### src/rtl/instr_fetch_unit.sv
// Instruction sequencer: a loadable program memory and a PC that issue one word
// at a time over valid/ready, stopping on HALT_WORD or at the last address.
module instr_fetch_unit #(
    parameter int              IW        = 8,
    parameter int              DEPTH     = 16,
    parameter int              AW        = 4,
    parameter logic [IW-1:0]   HALT_WORD = 8'hFF
) (
    input  logic          clk,
    input  logic          rst_n,
    input  logic          prog_we,
    input  logic [AW-1:0] prog_addr,
    input  logic [IW-1:0] prog_data,
    input  logic          start,
    output logic [IW-1:0] instr,
    output logic          instr_valid,
    input  logic          instr_ready,
    output logic [AW-1:0] pc,
    output logic          running,
    output logic          halted
);

    // state   | meaning
    // S_IDLE  | out of reset, waiting for start; memory writable
    // S_FETCH | one cycle: read mem[pc], either issue it or stop on HALT_WORD
    // S_ISSUE | instr_valid high, waiting for instr_ready
    // S_HALT  | stopped on HALT_WORD or end of memory; writable, start restarts
    typedef enum logic [1:0] {
        S_IDLE,
        S_FETCH,
        S_ISSUE,
        S_HALT
    } state_t;

    localparam logic [AW-1:0] LAST_PC = AW'(DEPTH - 1);

    state_t        r_state;
    logic [AW-1:0] r_pc;
    logic [IW-1:0] r_instr;
    logic          r_valid;
    logic          r_running;
    logic          r_halted;
    logic [IW-1:0] r_mem [DEPTH];

    logic          w_prog_ok;
    logic [IW-1:0] w_fetch_word;

    // Writes are only accepted while nothing is being sequenced.
    assign w_prog_ok    = (r_state == S_IDLE) || (r_state == S_HALT);
    assign w_fetch_word = r_mem[r_pc];

    always_ff @(posedge clk) begin
        if (prog_we && w_prog_ok) begin
            r_mem[prog_addr] <= prog_data;
        end
    end

    always_ff @(posedge clk) begin
        if (!rst_n) begin
            r_state   <= S_IDLE;
            r_pc      <= '0;
            r_instr   <= '0;
            r_valid   <= 1'b0;
            r_running <= 1'b0;
            r_halted  <= 1'b0;
        end else begin
            case (r_state)
                S_IDLE: begin
                    if (start) begin
                        r_state   <= S_FETCH;
                        r_pc      <= '0;
                        r_running <= 1'b1;
                    end
                end
                S_FETCH: begin
                    if (w_fetch_word == HALT_WORD) begin
                        r_state   <= S_HALT;
                        r_halted  <= 1'b1;
                        r_running <= 1'b0;
                    end else begin
                        r_instr <= w_fetch_word;
                        r_valid <= 1'b1;
                        r_state <= S_ISSUE;
                    end
                end
                S_ISSUE: begin
                    if (instr_ready) begin
                        r_valid <= 1'b0;
                        // No wrap: the last address ends the program.
                        if (r_pc == LAST_PC) begin
                            r_state   <= S_HALT;
                            r_halted  <= 1'b1;
                            r_running <= 1'b0;
                        end else begin
                            r_pc    <= r_pc + 1'b1;
                            r_state <= S_FETCH;
                        end
                    end
                end
                S_HALT: begin
                    if (start) begin
                        r_state   <= S_FETCH;
                        r_pc      <= '0;
                        r_halted  <= 1'b0;
                        r_running <= 1'b1;
                    end
                end
                default: begin
                    r_state <= S_IDLE;
                end
            endcase
        end
    end

    assign instr       = r_instr;
    assign instr_valid = r_valid;
    assign pc          = r_pc;
    assign running     = r_running;
    assign halted      = r_halted;

endmodule

### config.mk
export PLATFORM = sky130hd
export DESIGN_NAME = instr_fetch_unit
export DESIGN_NICKNAME = d
export VERILOG_FILES = /design/src/rtl/instr_fetch_unit.sv
export SDC_FILE = /design/constraint.sdc
export NUM_CORES = 1
export LEC_CHECK = 0
export ABC_AREA = 1
export BUFFER_PORTS_ARGS = -buffer_cell sky130_fd_sc_hd__buf_2
export CORE_MARGIN = 2
export CORE_UTILIZATION = 61
export DETAILED_ROUTE_END_ITERATION = 8
export PLACE_DENSITY = 0.79
export SYNTH_ARGS = -nofsm -noshare
export SYNTH_HDL_FRONTEND = slang
export SYNTH_SLANG_ARGS = --single-unit
### constraint.sdc
create_clock -name clk -period 5.33 [get_ports clk]
set_clock_uncertainty 0.2 [all_clocks]
set_input_delay 0.2665 -clock clk [delete_from_list [all_inputs] [get_ports clk]]
set_output_delay 0.2665 -clock clk [all_outputs]
set_load 0.03 [all_outputs]
==> impl_metrics.json, run 1 <==
{
  "status": "finished, final reports clean",
  "cts_setup_buffers": 0,
  "crit_type": "reg2reg",
  "core_mm2": 0.01018,
  "power.net_switching_mw": 1.041,
  "grt_pass1_vias": 4371,
  "ys_ff_latch": 149,
  "die_h_um": 105.7,
  "hold_path.class": "in2reg",
  "p_int_mw": 2.217,
  "cts_max_level": 4,
  "syn-num-nets": 641,
  "slew_viol_final": 0,
  "viasPerCell": 5.623,
  "antennaDiodeCount": 0,
  "path_delay_family": "simple AND/OR/NAND/NOR gates",
  "synth_warnings": 0,
  "syn_to_final_growth_pct": 13.83,
  "grt_max_degree": 72,
  "tightest_slew_ps": 1008,
  "slowest_stage": "inv_2",
  "combinationalPowerShare_pct": 21.5,
  "nets": 676,
  "start_util_pct": 61.90,
  "routabilityCongestion": 0.8504,
  "finalSetupViolations": 0,
  "swShare_pct": 31.95,
  "syn-cell-area_mm2": 0.006305,
  "clk_pin_slew_worst_paths_ps": 70,
  "crit_path_max_fanout": 71,
  "die_x_um": 105.7,
  "final_common_cell": "nand2_1",
  "antenna_found_initial": 0,
  "power_mw": 3.257,
  "path_buf_inv": 3,
  "synth.distinct_cells": 23,
  "portBuffers": 31,
  "cts.hold.buffers_added": 10,
  "num_rows": 37,
  "drive_gt1_share_pct": 10.94,
  "ir_worst_vdd_mv": 0.2477,
  "tns_ps": 0,
  "grt_pass1_wl_mm": 22.41,
  "grt_usage_pct": 26.87,
  "crit_path_max_incr_delay_ps": 620,
  "p_clk_share_pct": 36.2,
  "grt_overflow": 0,
  "cts_resized": 0,
  "pwr-share-seq_pct": 42.3,
  "crit_arrival_ps": 3690,
  "drt_wl_total_mm": 14.16,
  "hpwlAfterDp_mm": 8.324,
  "syn_area_per_cell_um2": 10.19,
  "ios": 32,
  "ys_seq_area_share_pct": 67.63,
  "cts_num_sinks": 149,
  "cts_tree": "built",
  "ant_nets": 0,
  "clockBufferDepth": 2,
  "crit_path_end_kind": "flip-flop",
  "cp-start-kind": "flip-flop",
  "syn_inst": 619,
  "min_period_ps": 3463,
  "root_buffer": "clkbuf_8",
  "finalHoldViolations": 0,
  "min_period_over_period_pct": 64.96,
  "wl_per_cell_um": 17.63,
  "firstDrtPassIters": 7,
  "cp.required_ps": 5560,
  "drc": 0,
  "max_freq_mhz": 288.8,
  "worstPathCellList": "buf_4 > inv_2 > nand2_1 > nand3_1 > nand3_1 > nand3_1 > nand2_1 > nand2_1 > nor2_2 > nand2_1 > nand2_2 > inv_2 > nor2_1 > nor2_1",
  "cts-buffers-inserted": 17,
  "relSlewSlack_pct": 32.70,
  "critical-path-top-cell-by-count": "nand2_1",
  "final_cell_mix": "187 x nand2_1, 128 x edfxtp_1, 75 x nand3_1, 68 x inv_1, 59 x nor2_1",
  "clock_latency_ps": 540,
  "drtIter0Drc": 450,
  "grt_setup_unrepaired": "no",
  "pwr_density_cell_mw_per_mm2": 453.9,
  "leakagePower_nw": 2.938,
  "maxCapViolCount": 0,
  "die_area_mm2": 0.01117,
  "vias": 4515
}
## through the flow
step	hold WS [ps]	std cells	cell area, µm²	util (%)	worst slack (ps)
after floorplan	165.4	619	6305	-	3215
after global placement	249.1	761	6492	63.75	2055
after detailed placement	253.8	761	6492	63.75	1961
after CTS	14.69	803	7177	70.47	1914
after global routing	52.72	803	7177	70.47	1634
final	17.72	803	7177	70.47	1867
## cell families (layout without fill, tap and decap cells)
kind of cell | Yosys count | after routing | share of synthesized area [%]
XOR/XNOR | 1 | 1 | 0.1389
AO/OA/AOI/OAI | 38 | 38 | 3.294
flip-flops | 149 | 149 | 67.63
adder cells (fa/ha/maj) | 5 | 5 | 0.9923
buffers and inverters | 97 | 145 | 6.549
AND/OR/NAND/NOR | 329 | 329 | 21.39
## worst reg2reg max path: cells and delay by family, from the launching register on
kind	cells	cell delay (ps)
AND/OR/NAND/NOR	11	1510
buffers and inverters	3	1340
flip-flops	1	310
## cell usage after synthesis (all sizes together)
cell,instances,area share (%)
nand4,3,0.30
edfxtp,128,61
a21oi,6,0.48
nand2,188,11
xor2,1,0.14
ha,5,0.99
buf,18,1.8
a211oi,2,0.24
or2,2,0.20
nand3,75,6.0
nor2,61,3.7
clkbuf,8,0.48
o21ai,25,2.0
dfxtp,21,6.7
inv,71,4.2
o211ai,5,0.60
## worst paths after layout
kind / slack (ps) / depth (start not counted) / startpoint / end
hold reg to reg: 260 / 2 / instr_valid / instr_valid
hold / removal: 20 / 6 / start / halted
setup / recovery: 1870 / 14 / flip-flop / instr[0]
setup reg to reg: 1870 / 14 / flip-flop / instr[0]
## routing by layer
metal / GRT usage (%) / vias up / share of wire [%]
met1: 34.69 / 2131 / 40
met2: 44.93 / 239 / 50
met5: 0 / - / 0
li1: - / 2113 / -
met3: 6.679 / 32 / 8.5
met4: 8.929 / 0 / 1.9
## power by group through the flow
stage	clock, mW	sequential, mW	combinational [mW]
after floorplan	0	1.46	0.451
after global placement	0	1.40	0.666
after detailed placement	0	1.40	0.681
after CTS	1.18	1.38	0.694
after global routing	1.23	1.39	0.776
final	1.18	1.38	0.701
## area by class of cell
| cell class | instances | area [µm²] |
|---|---|---|
| clock buffer | 17 | 414.1 |
| sequential | 149 | 4265 |
| multi-input combinational | 373 | 1628 |
| clock inverter | 15 | 170.2 |
| timing repair buffer | 42 | 262.8 |
| tap | 136 | 170.2 |
| fill | 721 | 3008 |
| inverter | 71 | 266.5 |
## registers in the layout, indices dropped and copies added, names as in the netlist, named ones only
name         flops
instr_valid      1
running          1
instr            8
r_state          2
halted           1
pc               4
r_mem          128
(Power assumes the default switching activity.)
==> run 2, diff against run 1 <==
--- a/config.mk
+++ b/config.mk
@@ -5,12 +5,12 @@
 export SDC_FILE = /design/constraint.sdc
 export NUM_CORES = 1
 export LEC_CHECK = 0
-export ABC_AREA = 1
+export ABC_AREA = 0
 export BUFFER_PORTS_ARGS = -buffer_cell sky130_fd_sc_hd__buf_2
 export CORE_MARGIN = 2
-export CORE_UTILIZATION = 61
+export CORE_UTILIZATION = 60
 export DETAILED_ROUTE_END_ITERATION = 8
-export PLACE_DENSITY = 0.79
+export PLACE_DENSITY = 0.78
 export SYNTH_ARGS = -nofsm -noshare
 export SYNTH_HDL_FRONTEND = slang
 export SYNTH_SLANG_ARGS = --single-unit
==> constraint.sdc (replaced) <==
create_clock -name clk -period 3.3 [get_ports clk]
set_clock_uncertainty 0.2 [all_clocks]
set_input_delay 0.165 -clock clk [delete_from_list [all_inputs] [get_ports clk]]
set_output_delay 0.165 -clock clk [all_outputs]
set_load 0.03 [all_outputs]
==> impl_metrics.json, run 2 <==
{
  "status": "finished, final reports clean",
  "ir_worst_vdd_mv": 0.5191,
  "fin_util_pct": 73.95,
  "portBuffers": 31,
  "fin_area_mm2": 0.007228,
  "crit_path_max_fanout": 10,
  "crit_type": "reg2reg",
  "cp.required_ps": 3560,
  "syn-num-nets": 380,
  "placed_area_mm2": 0.006436,
  "largest_register_ffs": 128,
  "fin_hold_ws_ps": 31.04,
  "core_mm2": 0.009774,
  "power_mw": 5.368,
  "num_rows": 36,
  "die_h_um": 104.5,
  "tns_ps": 0,
  "grt_overflow": 0,
  "cts_max_level": 4,
  "finalSetupViolations": 0,
  "synth_most_common_cell": "edfxtp_1",
  "setup_ws_ps": 76.35,
  "finalHoldViolations": 0,
  "clk_pin_slew_worst_paths_ps": 60,
  "ys_seq_area_share_pct": 70.41,
  "synth_warnings": 0,
  "routabilityCongestion": 0.8991,
  "nets": 456,
  "tightest_slew_ps": 669.6,
  "start_util_pct": 61.96,
  "clockBufferDepth": 2,
  "clock_latency_ps": 520,
  "max_freq_mhz": 310.2,
  "ant_nets": 0,
  "min_period_over_period_pct": 97.69,
  "finalNonFillerCells": 580,
  "syn_to_final_growth_pct": 19.36,
  "ios": 32,
  "root_buffer": "clkbuf_8",
  "drt_wl_total_mm": 13.29,
  "top_register": "r_mem",
  "viasPerCell": 6.214,
  "dpl_worst_slack_ps": 452.9,
  "antennaDiodeCount": 0,
  "wl_per_cell_um": 22.91,
  "synth_edf_count": 128,
  "synthFlopType": "edfxtp_1",
  "cts_num_sinks": 149,
  "synthTopCellsByArea": "edfxtp_1 63%, dfxtp_1 6.9%, mux2i_1 6.1%, mux4_1 5.2%, mux4_2 2.6%",
  "synthArstFlopShare_pct": 0,
  "synth.largest_area_cell": "edfxtp_1",
  "grt_usage_pct": 25.71,
  "crit_arrival_ps": 3490,
  "relSlewSlack_pct": 55.27,
  "drive_gt1_share_pct": 22.60,
  "hold_path.class": "in2reg",
  "slew_viol_final": 0,
  "cts_tree": "built",
  "cp-start-kind": "flip-flop",
  "final_cell_mix": "128 x edfxtp_1, 37 x mux2i_1, 31 x buf_2, 23 x buf_4, 22 x nand2_1",
  "netlist_top_cells_count": "128 x edfxtp_1, 37 x mux2i_1, 22 x nand2_1",
  "synth.top_cell.area_share_pct": 63.47,
  "synth.distinct_cells": 44,
  "crit_path_end_kind": "flip-flop",
  "vias": 3604,
  "antenna_found_initial": 0,
  "drc": 0,
  "dp.cells": 531,
  "firstDrtPassIters": 7,
  "die_x_um": 104.5,
  "drtIter0Drc": 450,
  "maxCapViolCount": 0,
  "cts-buffers-inserted": 17,
  "grt_max_degree": 30,
  "hpwlAfterDp_mm": 8.458,
  "pwr_density_cell_mw_per_mm2": 742.6,
  "syn-cell-area_mm2": 0.006056,
  "ys_ff_latch": 149,
  "syn_inst": 358,
  "syn_area_per_cell_um2": 16.92,
  "die_area_mm2": 0.01091,
  "final_common_cell": "edfxtp_1",
  "fillers": 586,
  "grt_pass1_wl_mm": 20.27,
  "min_period_ps": 3224,
  "grt_pass1_vias": 3519,
  "leakagePower_nw": 2.488
}
[run 2: cell count changes in the layout (fill, tap and decap cells not counted), sizes merged, moves of 7 or more]
cell / delta
nor2: -43
dlygate4sd3: +7
nor3: +9
inv: -68
nand3: -68
nand2: -166
o21ai: -16
a221oi: +12
mux4: +19
buf: +23
mux2i: +37
[run 2: power by group]
| part | leakage, nW | switching (mW) | internal (mW) |
|---|---|---|---|
| combinational | 0.882 | 0.740 | 0.497 |
| sequential | 1.33 | 0.0637 | 2.16 |
| clock | 0.280 | 0.752 | 1.16 |
| total | 2.49 | 1.56 | 3.81 |
[run 2: cell families after synthesis]
kind of cell	Yosys count	synth area share (%)
simple gates	76	6.012
buf+inv	24	2.789
compound gates	48	5.827
flops	149	70.41
fa+ha+maj	5	1.033
mux	56	13.93
[run 2: critical path, cell delays in order, from the launching register on]
cell and delay (ps):
dfxtp_1 380, buf_4 210, nor2b_1 250, a221oi_2 400, o21ai_0 160, a21oi_1 270, nand4_1 240, or3_1 420
nand3_1 80, dlygate4sd3_1 540
[run 2: final cells by class]
cell class,count,area (µm²),area share [%]
flip-flops and latches,149,4267,59.03
clock inverters,14,177.7,2.458
multi-input cells,185,1648,22.80
clock buffers,18,417.9,5.782
inverters,9,33.78,0.4674
well taps,133,166.4,2.302
repair buffers,72,518.0,7.166
[run 2: final timing paths]
| check | end | startpoint | depth (start not counted) | slack (ps) |
|---|---|---|---|---|
| max reg2reg | instr_valid | flip-flop | 9 | 80 |
| min | r_mem[11][6] | prog_addr[2] | 4 | 30 |
| max | instr_valid | flip-flop | 9 | 80 |
| min reg2reg | running | running | 2 | 260 |
[run 2: routing by layer]
| layer | wire length (µm) | GRT usage (%) |
|---|---|---|
| met1 | 5157 | 34.54 |
| met2 | 6611 | 41.08 |
| met3 | 1142 | 6.266 |
| met4 | 376 | 9.749 |
| met5 | 0 | 0 |
[run 2: repair_timing]
action,4_1_cts,5_1_grt
resized for setup,0,5
hold endpoints to repair,178,0
endpoints found under the setup margin,0,1
setup buffers,0,0
hold buffers,17,0
==> run 3, diff against run 2 <==
--- a/config.mk
+++ b/config.mk
@@ -9,6 +9,7 @@
 export BUFFER_PORTS_ARGS = -buffer_cell sky130_fd_sc_hd__buf_2
 export CORE_MARGIN = 2
 export CORE_UTILIZATION = 60
+export CTS_BUF_LIST = sky130_fd_sc_hd__clkbuf_8 sky130_fd_sc_hd__clkbuf_16
 export DETAILED_ROUTE_END_ITERATION = 8
 export PLACE_DENSITY = 0.78
 export SYNTH_ARGS = -nofsm -noshare
==> impl_metrics.json, run 3 (synthesis gave the netlist of run 2 again) <==
{
  "finalHoldViolations": 0,
  "ios": 32,
  "pwr_density_cell_mw_per_mm2": 742.3,
  "top_register": "r_mem",
  "drt_wl_total_mm": 13.28,
  "crit_path_max_fanout": 10,
  "max_freq_mhz": 307.3,
  "clock_latency_ps": 520,
  "drc": 0,
  "firstDrtPassIters": 9,
  "cts_num_sinks": 149,
  "clk_pin_slew_worst_paths_ps": 60,
  "leakagePower_nw": 2.492,
  "routabilityCongestion": 0.8991,
  "tns_ps": 0,
  "portBuffers": 31,
  "grt_pass1_wl_mm": 20.27,
  "grt_max_degree": 30,
  "grt_usage_pct": 25.71,
  "die_x_um": 104.5,
  "cts-buffers-inserted": 17,
  "clockBufferDepth": 2,
  "antenna_found_initial": 0,
  "core_mm2": 0.009774,
  "largest_register_ffs": 128,
  "finalSetupViolations": 0,
  "grt_pass1_vias": 3519,
  "tightest_slew_ps": 714.1,
  "fillers": 586,
  "antennaDiodeCount": 0,
  "num_rows": 36,
  "cp.required_ps": 3510,
  "fin_util_pct": 73.95,
  "cts_setup_buffers": 0,
  "min_period_ps": 3254,
  "final_common_cell": "edfxtp_1",
  "crit_path_end_kind": "flip-flop",
  "power_mw": 5.365,
  "cts_tree": "built",
  "drtIter0Drc": 449,
  "die_h_um": 104.5,
  "final_cell_mix": "128 x edfxtp_1, 37 x mux2i_1, 31 x buf_2, 23 x buf_4, 22 x nand2_1",
  "vias": 3594,
  "drive_gt1_share_pct": 22.60,
  "crit_type": "reg2reg",
  "multiInputGateArea_mm2": 0.001648,
  "seq_area_mm2": 0.004267,
  "relSlewSlack_pct": 52.30,
  "start_util_pct": 61.96,
  "min_period_over_period_pct": 98.62,
  "grt_overflow": 0,
  "viasPerCell": 6.197,
  "hold_path.class": "in2reg",
  "cts_max_level": 4,
  "hpwlAfterDp_mm": 8.458,
  "root_buffer": "clkbuf_8",
  "crit_arrival_ps": 3460,
  "maxCapViolCount": 0,
  "cp-start-kind": "flip-flop",
  "status": "finished, final reports clean",
  "ir_worst_vdd_mv": 0.5195,
  "die_area_mm2": 0.01091,
  "slew_viol_final": 0,
  "nets": 456,
  "wl_per_cell_um": 22.90,
  "ant_nets": 0,
  "syn_to_final_growth_pct": 19.36
}
==> run 3: metrics by stage <==
stage	area, µm²	hold slack (ps)	worst slack (ps)	instances
6_report	7228	31.16	45.62	580
5_1_grt	7228	43.51	-65.93	580
4_1_cts	7202	10.86	84.14	580
3_5_place_dp	6436	255.2	452.9	531
3_3_place_gp	6436	244.7	499.5	531
2_1_floorplan	6056	63.87	673.9	358
==> run 3: where the power goes <==
group	total [mW]	switching, mW	leakage, nW	internal, mW
registers	2.22	0.0637	1.33	2.16
clock network	1.91	0.752	0.284	1.16
logic	1.24	0.741	0.882	0.497
==> run 3: path summary, 6_finish.rpt <==
path,from,endpoint,slack (ps),cells after the start
setup / recovery,flip-flop,instr_valid,50,9
hold / removal,prog_addr[2],r_mem[11][6],30,4
setup reg to reg,flip-flop,instr_valid,50,9
hold reg to reg,running,running,260,2
==> run 3: timing repair <==
action,4_1_cts,5_1_grt
endpoints found under the setup margin,0,1
resized for setup,0,5
hold endpoints to repair,178,0
hold buffers,17,0
==> run 3: area by class of cell <==
cell class                 count  share of cell area, %
sequential                   149                  59.03
timing repair buffer          72                  7.166
multi-input combinational    185                  22.80
clock inverter                15                  2.510
clock buffer                  17                  5.730
inverter                       9                 0.4674
tap                          133                  2.302
==> run 3: routing by layer <==
layer	track usage [%]	part of all wire, %
met1	34.54	39
met2	41.08	50
met3	6.266	8.6
met4	9.749	3.0
met5	0	0
==> run 3: worst max-delay path, stage by stage (launching register included) <==
cell and delay (ps):
dfxtp_1 450, buf_4 240, nor2b_1 610, a221oi_2 210, nor3_1 320, a21oi_1 130
nand4_1 210, or3_1 150, nand3_1 60, dlygate4sd3_1 560
